## src/rtl/wb_irq_ctrl.sv

```systemverilog
// wb_irq_ctrl: Wishbone B3 classic slave that synchronises raw peripheral
// interrupt lines, latches them into sticky pending bits (level or rising
// edge), masks them onto a registered CPU irq vector, and provides a
// software force register plus a one-shot countdown timer.
module wb_irq_ctrl #(
  parameter int NUM_IRQ     = 32,
  parameter int SYNC_STAGES = 2,
  parameter int TIMER_BIT   = 31,
  parameter int TIMER_WIDTH = 24
) (
  input  logic               wb_clk_i,
  input  logic               wb_rst_i,
  input  logic [4:0]         wb_adr_i,
  input  logic [31:0]        wb_dat_i,
  input  logic [3:0]         wb_sel_i,
  input  logic               wb_we_i,
  input  logic               wb_cyc_i,
  input  logic               wb_stb_i,
  output logic [31:0]        wb_dat_o,
  output logic               wb_ack_o,
  output logic               wb_err_o,
  input  logic [NUM_IRQ-1:0] irq_i,
  output logic [NUM_IRQ-1:0] irq_o
);

  localparam logic [2:0] REG_PEND   = 3'd0;
  localparam logic [2:0] REG_MASK   = 3'd1;
  localparam logic [2:0] REG_EDGE   = 3'd2;
  localparam logic [2:0] REG_STATUS = 3'd3;
  localparam logic [2:0] REG_FORCE  = 3'd4;
  localparam logic [2:0] REG_TIMER  = 3'd5;

  logic [NUM_IRQ-1:0]     sync_p [SYNC_STAGES];
  logic [NUM_IRQ-1:0]     prev_p;
  logic [NUM_IRQ-1:0]     sync_s;
  logic [NUM_IRQ-1:0]     pend;
  logic [NUM_IRQ-1:0]     mask;
  logic [NUM_IRQ-1:0]     edge_mode;
  logic [TIMER_WIDTH-1:0] count;

  logic                   req;
  logic                   mapped;
  logic                   wr_en;
  logic                   wr_pend;
  logic                   wr_mask;
  logic                   wr_edge;
  logic                   wr_force;
  logic                   wr_timer;
  logic                   timer_pulse;
  logic [NUM_IRQ-1:0]     wdat;
  logic [NUM_IRQ-1:0]     set_vec;
  logic [NUM_IRQ-1:0]     clr_vec;
  logic [NUM_IRQ-1:0]     timer_vec;
  logic [31:0]            rd_data;

  // Byte-lane offset bits carry no information for 32-bit registers.
  logic unused_adr;
  assign unused_adr = &{1'b0, wb_adr_i[1:0]};

  assign wdat   = wb_dat_i[NUM_IRQ-1:0];
  assign sync_s = sync_p[SYNC_STAGES-1];

  // Bus request qualification and register write decode; the ack/err cycle
  // itself never starts a new request.
  always_comb begin
    req      = wb_cyc_i & wb_stb_i & ~wb_ack_o & ~wb_err_o;
    mapped   = (wb_adr_i[4:3] != 2'b11);
    wr_en    = req & wb_we_i & mapped & (wb_sel_i == 4'hF);
    wr_pend  = wr_en & (wb_adr_i[4:2] == REG_PEND);
    wr_mask  = wr_en & (wb_adr_i[4:2] == REG_MASK);
    wr_edge  = wr_en & (wb_adr_i[4:2] == REG_EDGE);
    wr_force = wr_en & (wb_adr_i[4:2] == REG_FORCE);
    wr_timer = wr_en & (wb_adr_i[4:2] == REG_TIMER);
  end

  // Read mux; unused upper bits read as zero.
  always_comb begin
    rd_data = '0;
    case (wb_adr_i[4:2])
      REG_PEND:   rd_data = 32'(pend);
      REG_MASK:   rd_data = 32'(mask);
      REG_EDGE:   rd_data = 32'(edge_mode);
      REG_STATUS: rd_data = 32'(pend & mask);
      REG_TIMER:  rd_data = 32'(count);
      default:    rd_data = '0;
    endcase
  end

  // Pending set/clear terms; a reload on the expiring cycle suppresses the pulse.
  always_comb begin
    timer_pulse = (count == TIMER_WIDTH'(1)) & ~wr_timer;
    timer_vec   = NUM_IRQ'(timer_pulse) << TIMER_BIT;
    set_vec     = (sync_s & ~(edge_mode & prev_p))
                | (wr_force ? wdat : '0)
                | timer_vec;
    clr_vec     = wr_pend ? wdat : '0;
  end

  // Input synchroniser chain plus one-cycle-delayed copy for edge detection.
  always_ff @(posedge wb_clk_i or posedge wb_rst_i) begin
    if (wb_rst_i) begin
      for (int i = 0; i < SYNC_STAGES; i++) sync_p[i] <= '0;
      prev_p <= '0;
    end else begin
      sync_p[0] <= irq_i;
      for (int i = 1; i < SYNC_STAGES; i++) sync_p[i] <= sync_p[i-1];
      prev_p <= sync_s;
    end
  end

  // Interrupt state: sticky pending (set beats clear), mask, edge select, output vector.
  always_ff @(posedge wb_clk_i or posedge wb_rst_i) begin
    if (wb_rst_i) begin
      pend      <= '0;
      mask      <= '0;
      edge_mode <= '0;
      irq_o     <= '0;
    end else begin
      pend  <= (pend & ~clr_vec) | set_vec;
      irq_o <= pend & mask;
      if (wr_mask) mask <= wdat;
      if (wr_edge) edge_mode <= wdat;
    end
  end

  // One-shot countdown: load on write, decrement to zero, then idle.
  always_ff @(posedge wb_clk_i or posedge wb_rst_i) begin
    if (wb_rst_i) begin
      count <= '0;
    end else if (wr_timer) begin
      count <= wb_dat_i[TIMER_WIDTH-1:0];
    end else if (count != '0) begin
      count <= count - TIMER_WIDTH'(1);
    end
  end

  // Single-cycle ack/err response with registered read data.
  always_ff @(posedge wb_clk_i or posedge wb_rst_i) begin
    if (wb_rst_i) begin
      wb_ack_o <= 1'b0;
      wb_err_o <= 1'b0;
      wb_dat_o <= '0;
    end else begin
      wb_ack_o <= req & mapped;
      wb_err_o <= req & ~mapped;
      wb_dat_o <= (req & mapped & ~wb_we_i) ? rd_data : '0;
    end
  end

endmodule

```

## config.mk

```make
export PLATFORM = sky130hd
export DESIGN_NAME = wb_irq_ctrl
export DESIGN_NICKNAME = d
export VERILOG_FILES = /design/src/rtl/wb_irq_ctrl.sv
export SDC_FILE = /design/constraint.sdc
export NUM_CORES = 1
export LEC_CHECK = 0
export BUFFER_PORTS_ARGS = -buffer_cell sky130_fd_sc_hd__buf_2
export CAP_MARGIN = 5
export CORE_MARGIN = 2
export CORE_UTILIZATION = 30
export DETAILED_ROUTE_END_ITERATION = 7
export PLACE_DENSITY_LB_ADDON = 0.05
export SLEW_MARGIN = 5
export SYNTH_ARGS = -nofsm -noshare
export SYNTH_HDL_FRONTEND = slang
export SYNTH_SLANG_ARGS = --single-unit
```

## constraint.sdc

```tcl
create_clock -name wb_clk_i -period 22.4 [get_ports wb_clk_i]
set_clock_uncertainty 0.2 [all_clocks]
set_input_delay 4.48 -clock wb_clk_i [delete_from_list [all_inputs] [get_ports wb_clk_i]]
set_output_delay 4.48 -clock wb_clk_i [all_outputs]
set_load 0.1 [all_outputs]
```

Yosys cells after proc, flatten, opt, wreduce, memory -nomap -nowiden:

Cells that the tools add are included.
Widths: inputs -> output; s select.

* flip-flop bits (word level): 282
* output and inout port bits: 66

* add/subtract/negate cells: 1
* eq/ne operators: 8
* multiplexer cells: 6
* bitwise gates (word level): 29
* reduce and logical (&&, ||, !) cells: 3

Operator list (count)
* $pmux 32 s5: 1
* $and 32x32->32: 4
* $mux 32: 3
* $or 32x32->32: 3
* $not 32->32: 2
* $mux 24: 2
* $eq 24x1->1 const B: 1
* $reduce_bool 24->1: 1
* $sub 24x1->24 const B: 1
* $and 1x1->1: 15
* $eq 3x2->1 const B: 2
* $eq 3x3->1 const B: 2
* $not 1->1: 5
* $eq 4x4->1 const B: 1
* $eq 3x1->1 const B: 1
* $logic_not 3->1: 1
* $ne 2x2->1 const B: 1
* $reduce_bool 2->1: 1

Depth between registers and ports, before layout:

Gate-level depths: netlist of run 1.

* depth after elaboration: 11
* mapped depth: 8
* gate-level depth less buffers: 7

Worst setup path before layout of run 1:

Ideal clock, no wire load.

* path type: input to register
* start: in wb_adr_i[4]
* end: reg edge_mode[0]
* library setup time: 0.125 ns
* arrival time: 5.854 ns
* required time: 22.075 ns
* setup slack: 16.221 ns
* stages: 6
* buffers on the path: 2
* cell sequence: clkbuf_1 -> nor3_2 -> inv_1 -> nor2_1 -> buf_2 -> mux2_2

* word-level cells in the longest chain between the ends: 4
* elaborated cells between the ends (all ways): 5

RTL lines
* start: declaration: line 13 `input logic [4:0] wb_adr_i,`
* $ne 2x2->1: line 67 `mapped = (wb_adr_i[4:3] != 2'b11);`
* $and 1x1->1 (2 in series): line 68 `wr_en = req & wb_we_i & mapped & (wb_sel_i == 4'hF);`
* $and 1x1->1 *: line 71 `wr_edge = wr_en & (wb_adr_i[4:2] == REG_EDGE);`
* end signal: assignment: line 122 `if (wr_edge) edge_mode <= wdat;`
* end: declaration: line 38 `logic [NUM_IRQ-1:0] edge_mode;`

Every way passes the cells marked *; elsewhere a longest branch is shown, timed or not.
A chain may end at the register's enable or synchronous reset.

Worst setup path in the final report of run 1:

* start: in wb_adr_i[3]
* end: reg pend[11]

* word-level cells in the longest chain between the ends: 8
* elaborated cells between the ends (all ways): 14

RTL lines
* $ne 2x2->1: line 67
* $and 1x1->1 (2 in series): line 68
* $and 1x1->1 (on tied branches): line 72, 69
* $mux 32 (on tied branches): line 94, 96
* $or 32x32->32 / $not 32->32 (equally long branches): line 94, 119
* $or 32x32->32 / $and 32x32->32 (equally long branches): line 95, 119
* $or 32x32->32 *: line 119 `pend <= (pend & ~clr_vec) | set_vec;`
* end signal: assignment: line 119
* end: declaration: line 36 `logic [NUM_IRQ-1:0] pend;`

Marks and branches as above.

==> impl_metrics.toml, run 1 <==
[status]
outcome = "finished clean"

[worst_hold_path]
min-delay-path-class = "reg -> reg"
hold_path_cells = 0

[sta]
report.final.setup_viol = 0
max-slew-margin-rel_pct = 22.7
timing_worst_slew_pin_value_ns = 1.15
grt_setup_unrepaired = "no"
worst_hold_slack_after_final_layout_ns = 0.140
fmax_ghz = 0.140
hold_viol = 0
max_slew_violation_total_from_the_final_report = 0
setup-tns-final_ns = 0
final_min_period_over_clock_period_pct = 31.9
final_critical_period_ns = 7.14

[logic_synthesis]
synth-compound-area-share_pct = 13.1
mappedNetlistArea_um2 = 10900
dominant_cell_by_count_in_the_synthesized_netlist = "dfrtp_1"
yosysWarningCount = 0
synth.ff_latch_count = 282
netlist_instances = 812
netlist.area_leader.share_pct = 64.7
post_synth_num_cell_types = 53
synth_top_cells_by_count = "dfrtp_1 (282), a21boi_0 (62), nand2_1 (53)"
ys_top_cells_by_area = "dfrtp_1 (65%), mux2_2 (4.9%), a21boi_0 (4.3%)"
synth_top_area_cell = "dfrtp_1"
postSynthNetCount = 893
ys.flop_type = "dfrtp_1"
synth_enable_flop_cells = 0
yosys-mux-area-fraction_pct = 9.64
main_combinational_cell_family_by_area_after_synthesis = "compound AO/OA/AOI/OAI gates"
ys_seq_area_share_pct = 64.7
yosys.area_share.xor_xnor_pct = 1.69
syn_avg_cell_area_um2 = 13.4
post_synth_and_or_nand_nor_area_fraction_pct = 8.43
synth-adder-area-share_pct = 0.344
async_flop_share_pct = 100

[route]
avgRoutedWirePerCell_um = 19.3
detail_route.drc_violations = 0
drtAntennaViolNets = 0
drt-initial-drc-count = 360
wl_mm = 27.8
detailroute.via_count = 6997
routed_via_density = 4.85
detail_route.first_pass.iterations = 7

[grt]
track_usage_pct = 15.2
maximum_number_of_pins_on_one_net_before_global_route_repair = 123
grt_first_pass_wirelength_mm = 44.5
antenna_found_initial = 1
overflow = 0
first_global_vias = 7414

[floorplanning]
floorplan.initialDensity_pct = 30.6
dieHeight_um = 195
fp-row-count = 69
core_region_area_um2 = 35700
die_x_um = 195
die_area_um2 = 37900
top_level_ports = 144

[clock_tree]
clock_path_buffers = 3
clk_pin_slew_ns = 0.06
cts_made_buffers = 35
insertion_delay_ns = 0.53
clk_root_buffer_cell = "clkbuf_16"
cts-hold-fix-buffers = 0
clock_tree_from_tritoncts = "done"
cts.repair_timing.setup_buffer_count = 0
count_of_cells_resized_by_post_cts_repair = 0
sink_count = 282
htree_levels = 2

[layout]
antenna-diode-count = 0
num-fill-cells = 3501
multiInputGateArea_um2 = 3650
fin_nets = 1040
area_growth_pct = 22.1
register_area_um2 = 7060
layout-drive-gt1-share_pct = 27.9

[pwr]
powerDensity_nw_per_um2 = 91.1
post-layout-total-power_mw = 1.21
leakage_nw = 6.10
power.ir.vdd_worst_v = 0.0000586

[worst_setup_path]
worst_path_dominant_cell_family = "buffers and inverters"
crit_path_arrival_time_ns = 7.35
logic_depth_of_the_worst_path_buffers_included = 7
critical_path_class = "in -> reg"
worst_path_buf_inv = 3
crit_chain = "buf_2 -> inv_2 -> nand2_1 -> nor2_4 -> buf_4 -> a21boi_0 -> a311o_1"
critPathRequiredTime_ns = 22.61
ff2ff_path_depth = 5
cp_slowest_stage_delay_ns = 0.57
timing.reg2reg.setup_slack_ns = 19.42
endpoint_kind = "register"
critical-path-slowest-cell = "inv_2"
critical_path_peak_fanout = 52
timing.critical_path.from_type = "primary input"

[flow_run]
drv.max_cap_violation_count = 0

[place]
dpl.hpwl_mm = 17.4
io_buffers = 141
place.gp.congestion = 0.697
power by group:
part	switching [mW]	leakage, nW	internal [mW]
clock	0.213	0.595	0.369
sequential	0.0155	3.45	0.530
combinational	0.0574	2.06	0.0291
total	0.286	6.10	0.927
cell type report:
class	count	area share, %
sequential	282	53.0
tap	461	4.33
clock inverter	4	0.545
clock buffer	56	8.54
inverter	8	0.282
multi-input combinational	480	27.4
timing repair buffer	152	5.92
placed cells by master (no fill, tap or decap), types with 6 or more instances in the layout:
cell and n:
clkbuf_16 37, o31ai_1 6, o21ai_0 34, buf_4 11
mux2i_1 33, buf_2 141, nor2_1 40, dfrtp_1 282
o22ai_1 8, a222oi_1 24, a311o_1 31, nor3_1 7
clkbuf_8 14, mux2_2 47, mux2_1 17, a21boi_0 62
a211oi_1 12, xnor2_1 16, nand2_1 53, and2_1 34
path summary, 6_finish.rpt:
kind | from | to
min in group asynchronous | wb_rst_i | sync_p[57]$_DFF_PP0_
min | sync_p[43]$_DFF_PP0_ | sync_s[11]$_DFF_PP0_
min reg2reg | sync_p[43]$_DFF_PP0_ | sync_s[11]$_DFF_PP0_
max | wb_adr_i[3] | pend[11]$_DFF_PP0_
max in group asynchronous | wb_rst_i | sync_p[38]$_DFF_PP0_
max reg2reg | count[11]$_DFFE_PP0P_ | count[16]$_DFFE_PP0P_
through the flow:
step	cell area, um^2	util [%]	setup slack, ns	cells
after floorplan	10900	-	9.94	812
after global placement	12100	34.0	14.68	1383
after detailed placement	12100	34.0	14.70	1383
after CTS	13300	37.3	15.26	1443
after global routing	13300	37.3	15.02	1443
final	13300	37.3	15.26	1443
routing by layer:
metal  share of wire (%)  up-vias  routed length (um)  global-route usage, %
li1                    -     3254                   -                      -
met1                  49     3545               13600                   22.0
met2                  44      153               12300                   22.6
met3                 4.2       43                1170                   2.85
met4                 2.4        2                 679                   5.78
met5               0.058        -                  16                      0
logic make-up after synthesis:
kind of cell / Yosys count
flops: 282
compound gates: 186
simple gates: 173
mux: 97
buf+inv: 50
xor+xnor: 21
fa+ha+maj: 3
state kept, by name, indices dropped and copies added (netlist names):
signal and cells:
edge_mode 32, irq_o 32, mask 32, pend 32, prev_p 32, sync_p 32, sync_s 32, wb_dat_o 32
count 24, wb_ack_o 1, wb_err_o 1
No activity file was read; power rests on OpenSTA's default activity.
==> inputs of run 2 (changes only) <==
==> constraint.sdc (replaced) <==
create_clock -name wb_clk_i -period 6.75 [get_ports wb_clk_i]
set_clock_uncertainty 0.2 [all_clocks]
set_input_delay 1.35 -clock wb_clk_i [delete_from_list [all_inputs] [get_ports wb_clk_i]]
set_output_delay 1.35 -clock wb_clk_i [all_outputs]
set_load 0.1 [all_outputs]
==> run 2 against run 1 <==
Setup slack lost 12 ns; register-to-register slack lost 16 ns; flip-flop and latch count is the same; sequential share of layout area grew 0.42 points; sequential power grew to 3.3 times the previous value; final cell count shrank 0.14%; core utilization shrank 0.29 points; via count is the same; critical path type unchanged; critical endpoint is now pend[13]$_DFF_PP0_.
==> impl_metrics.toml, run 2 (same netlist as run 1, synthesis figures left out) <==
[status]
outcome = "finished clean"

[layout]
antenna-diode-count = 0
layout-drive-gt1-share_pct = 27.3
area_growth_pct = 21.2
fin_util_pct = 37.1
layout_commonest_cell = "dfrtp_1"
post_layout_nonfiller_instances = 1441
fin_nets = 1041
layout.cells.most_common_list = "dfrtp_1 (282), buf_2 (141), a21boi_0 (62)"

[pwr]
powerDensity_nw_per_um2 = 295
power.ir.vdd_worst_v = 0.000165
leakage_nw = 6.05

[route]
drtAntennaViolNets = 0
avgRoutedWirePerCell_um = 19.0
wl_mm = 27.4
detail_route.first_pass.iterations = 6
routed_via_density = 4.86
detailroute.via_count = 6997
detail_route.drc_violations = 0
drt-initial-drc-count = 439

[sta]
worst_hold_slack_after_final_layout_ns = 0.144
setup_slack_ns = 2.90
hold_viol = 0
max_slew_violation_total_from_the_final_report = 0
grt_setup_unrepaired = "no"
final_min_period_over_clock_period_pct = 57.0
setup-tns-final_ns = 0
fmax_ghz = 0.260
timing_worst_slew_pin_value_ns = 1.17
final_critical_period_ns = 3.85
max-slew-margin-rel_pct = 21.5
report.final.setup_viol = 0

[grt]
track_usage_pct = 14.7
antenna_found_initial = 1
first_global_vias = 7318
overflow = 0
maximum_number_of_pins_on_one_net_before_global_route_repair = 170
grt_first_pass_wirelength_mm = 43.5

[floorplanning]
dieHeight_um = 195
die_x_um = 195
die_area_um2 = 37900
floorplan.initialDensity_pct = 30.6
core_region_area_um2 = 35700
top_level_ports = 144
fp-row-count = 69

[worst_setup_path]
critPathRequiredTime_ns = 6.94
critical_path_class = "in -> reg"
endpoint_kind = "register"
crit_path_arrival_time_ns = 4.04
timing.critical_path.from_type = "primary input"
critical_path_peak_fanout = 34

[place]
place.detailed.instances = 1384
dpl.hpwl_mm = 17.0
io_buffers = 141
place.gp.congestion = 0.699
pre_cts_slack_ns = 2.31

[flow_run]
drv.max_cap_violation_count = 0

[clock_tree]
cts.repair_timing.setup_buffer_count = 0
htree_levels = 2
clk_root_buffer_cell = "clkbuf_16"
clk_pin_slew_ns = 0.06
count_of_cells_resized_by_post_cts_repair = 0
sink_count = 282
cts-hold-fix-buffers = 0
cts_made_buffers = 35
insertion_delay_ns = 0.51
clock_path_buffers = 3
clock_tree_from_tritoncts = "done"

[worst_hold_path]
min-delay-path-class = "reg -> reg"
==> run 2: changes by cell type in the layout (fill, tap and decap cells not counted) <==
cell,before,now
clkbuf_8,14,7
clkbuf_16,37,35
clkbuf_1,5,9
inv_6,0,1
inv_8,1,0
clkinv_2,1,3
buf_12,0,1
==> run 2: layer usage <==
layer  part of all wire (%)  up-vias  track usage [%]
met5                  0.026        -                0
met4                    1.9        2             4.10
met3                    4.4       40             3.04
met2                     45      138             22.5
met1                     49     3555             21.1
li1                       -     3262                -
==> run 2: cell type report <==
type / instances / area, um^2
flip-flops and latches: 282 / 7060
multi-input cells: 480 / 3650
repair buffers: 153 / 808
clock buffers: 51 / 1010
fillers: 3570 / 22400
well taps: 461 / 577
clock inverters: 6 / 83.8
inverters: 8 / 33.8
==> run 2: critical path, cell delays in order <==
cell      delay [ns]
buf_2           0.21
inv_2           0.57
nand2_1         0.10
buf_4           0.23
nor2_4          0.67
buf_4           0.44
a21boi_0        0.15
a311o_1         0.27
==> run 2: through the flow <==
step,area [um^2],power (mW)
after global routing,13200,4.08
after global placement,12100,2.14
after floorplan,10900,2.03
after detailed placement,12100,2.14
after CTS,13200,3.97
final,13200,3.89
==> run 2: power breakdown <==
group	internal [mW]	switching, mW	leakage (nW)
logic	0.0979	0.192	2.06
registers	1.76	0.0514	3.45
clock network	1.10	0.691	0.537
total	2.96	0.934	6.05
==> run 2: final timing paths <==
path	end	startpoint	slack, ns	depth (start not counted)
setup / recovery	pend[13]$_DFF_PP0_	wb_adr_i[3]	2.90	8
hold / removal	sync_s[10]$_DFF_PP0_	sync_p[42]$_DFF_PP0_	0.14	0
setup reg to reg	count[21]$_DFFE_PP0P_	count[11]$_DFFE_PP0P_	3.75	5
hold reg to reg	sync_s[10]$_DFF_PP0_	sync_p[42]$_DFF_PP0_	0.14	0
max in group asynchronous	wb_dat_o[3]$_DFF_PP0_	wb_rst_i	4.18	4
min in group asynchronous	sync_p[45]$_DFF_PP0_	wb_rst_i	0.53	2
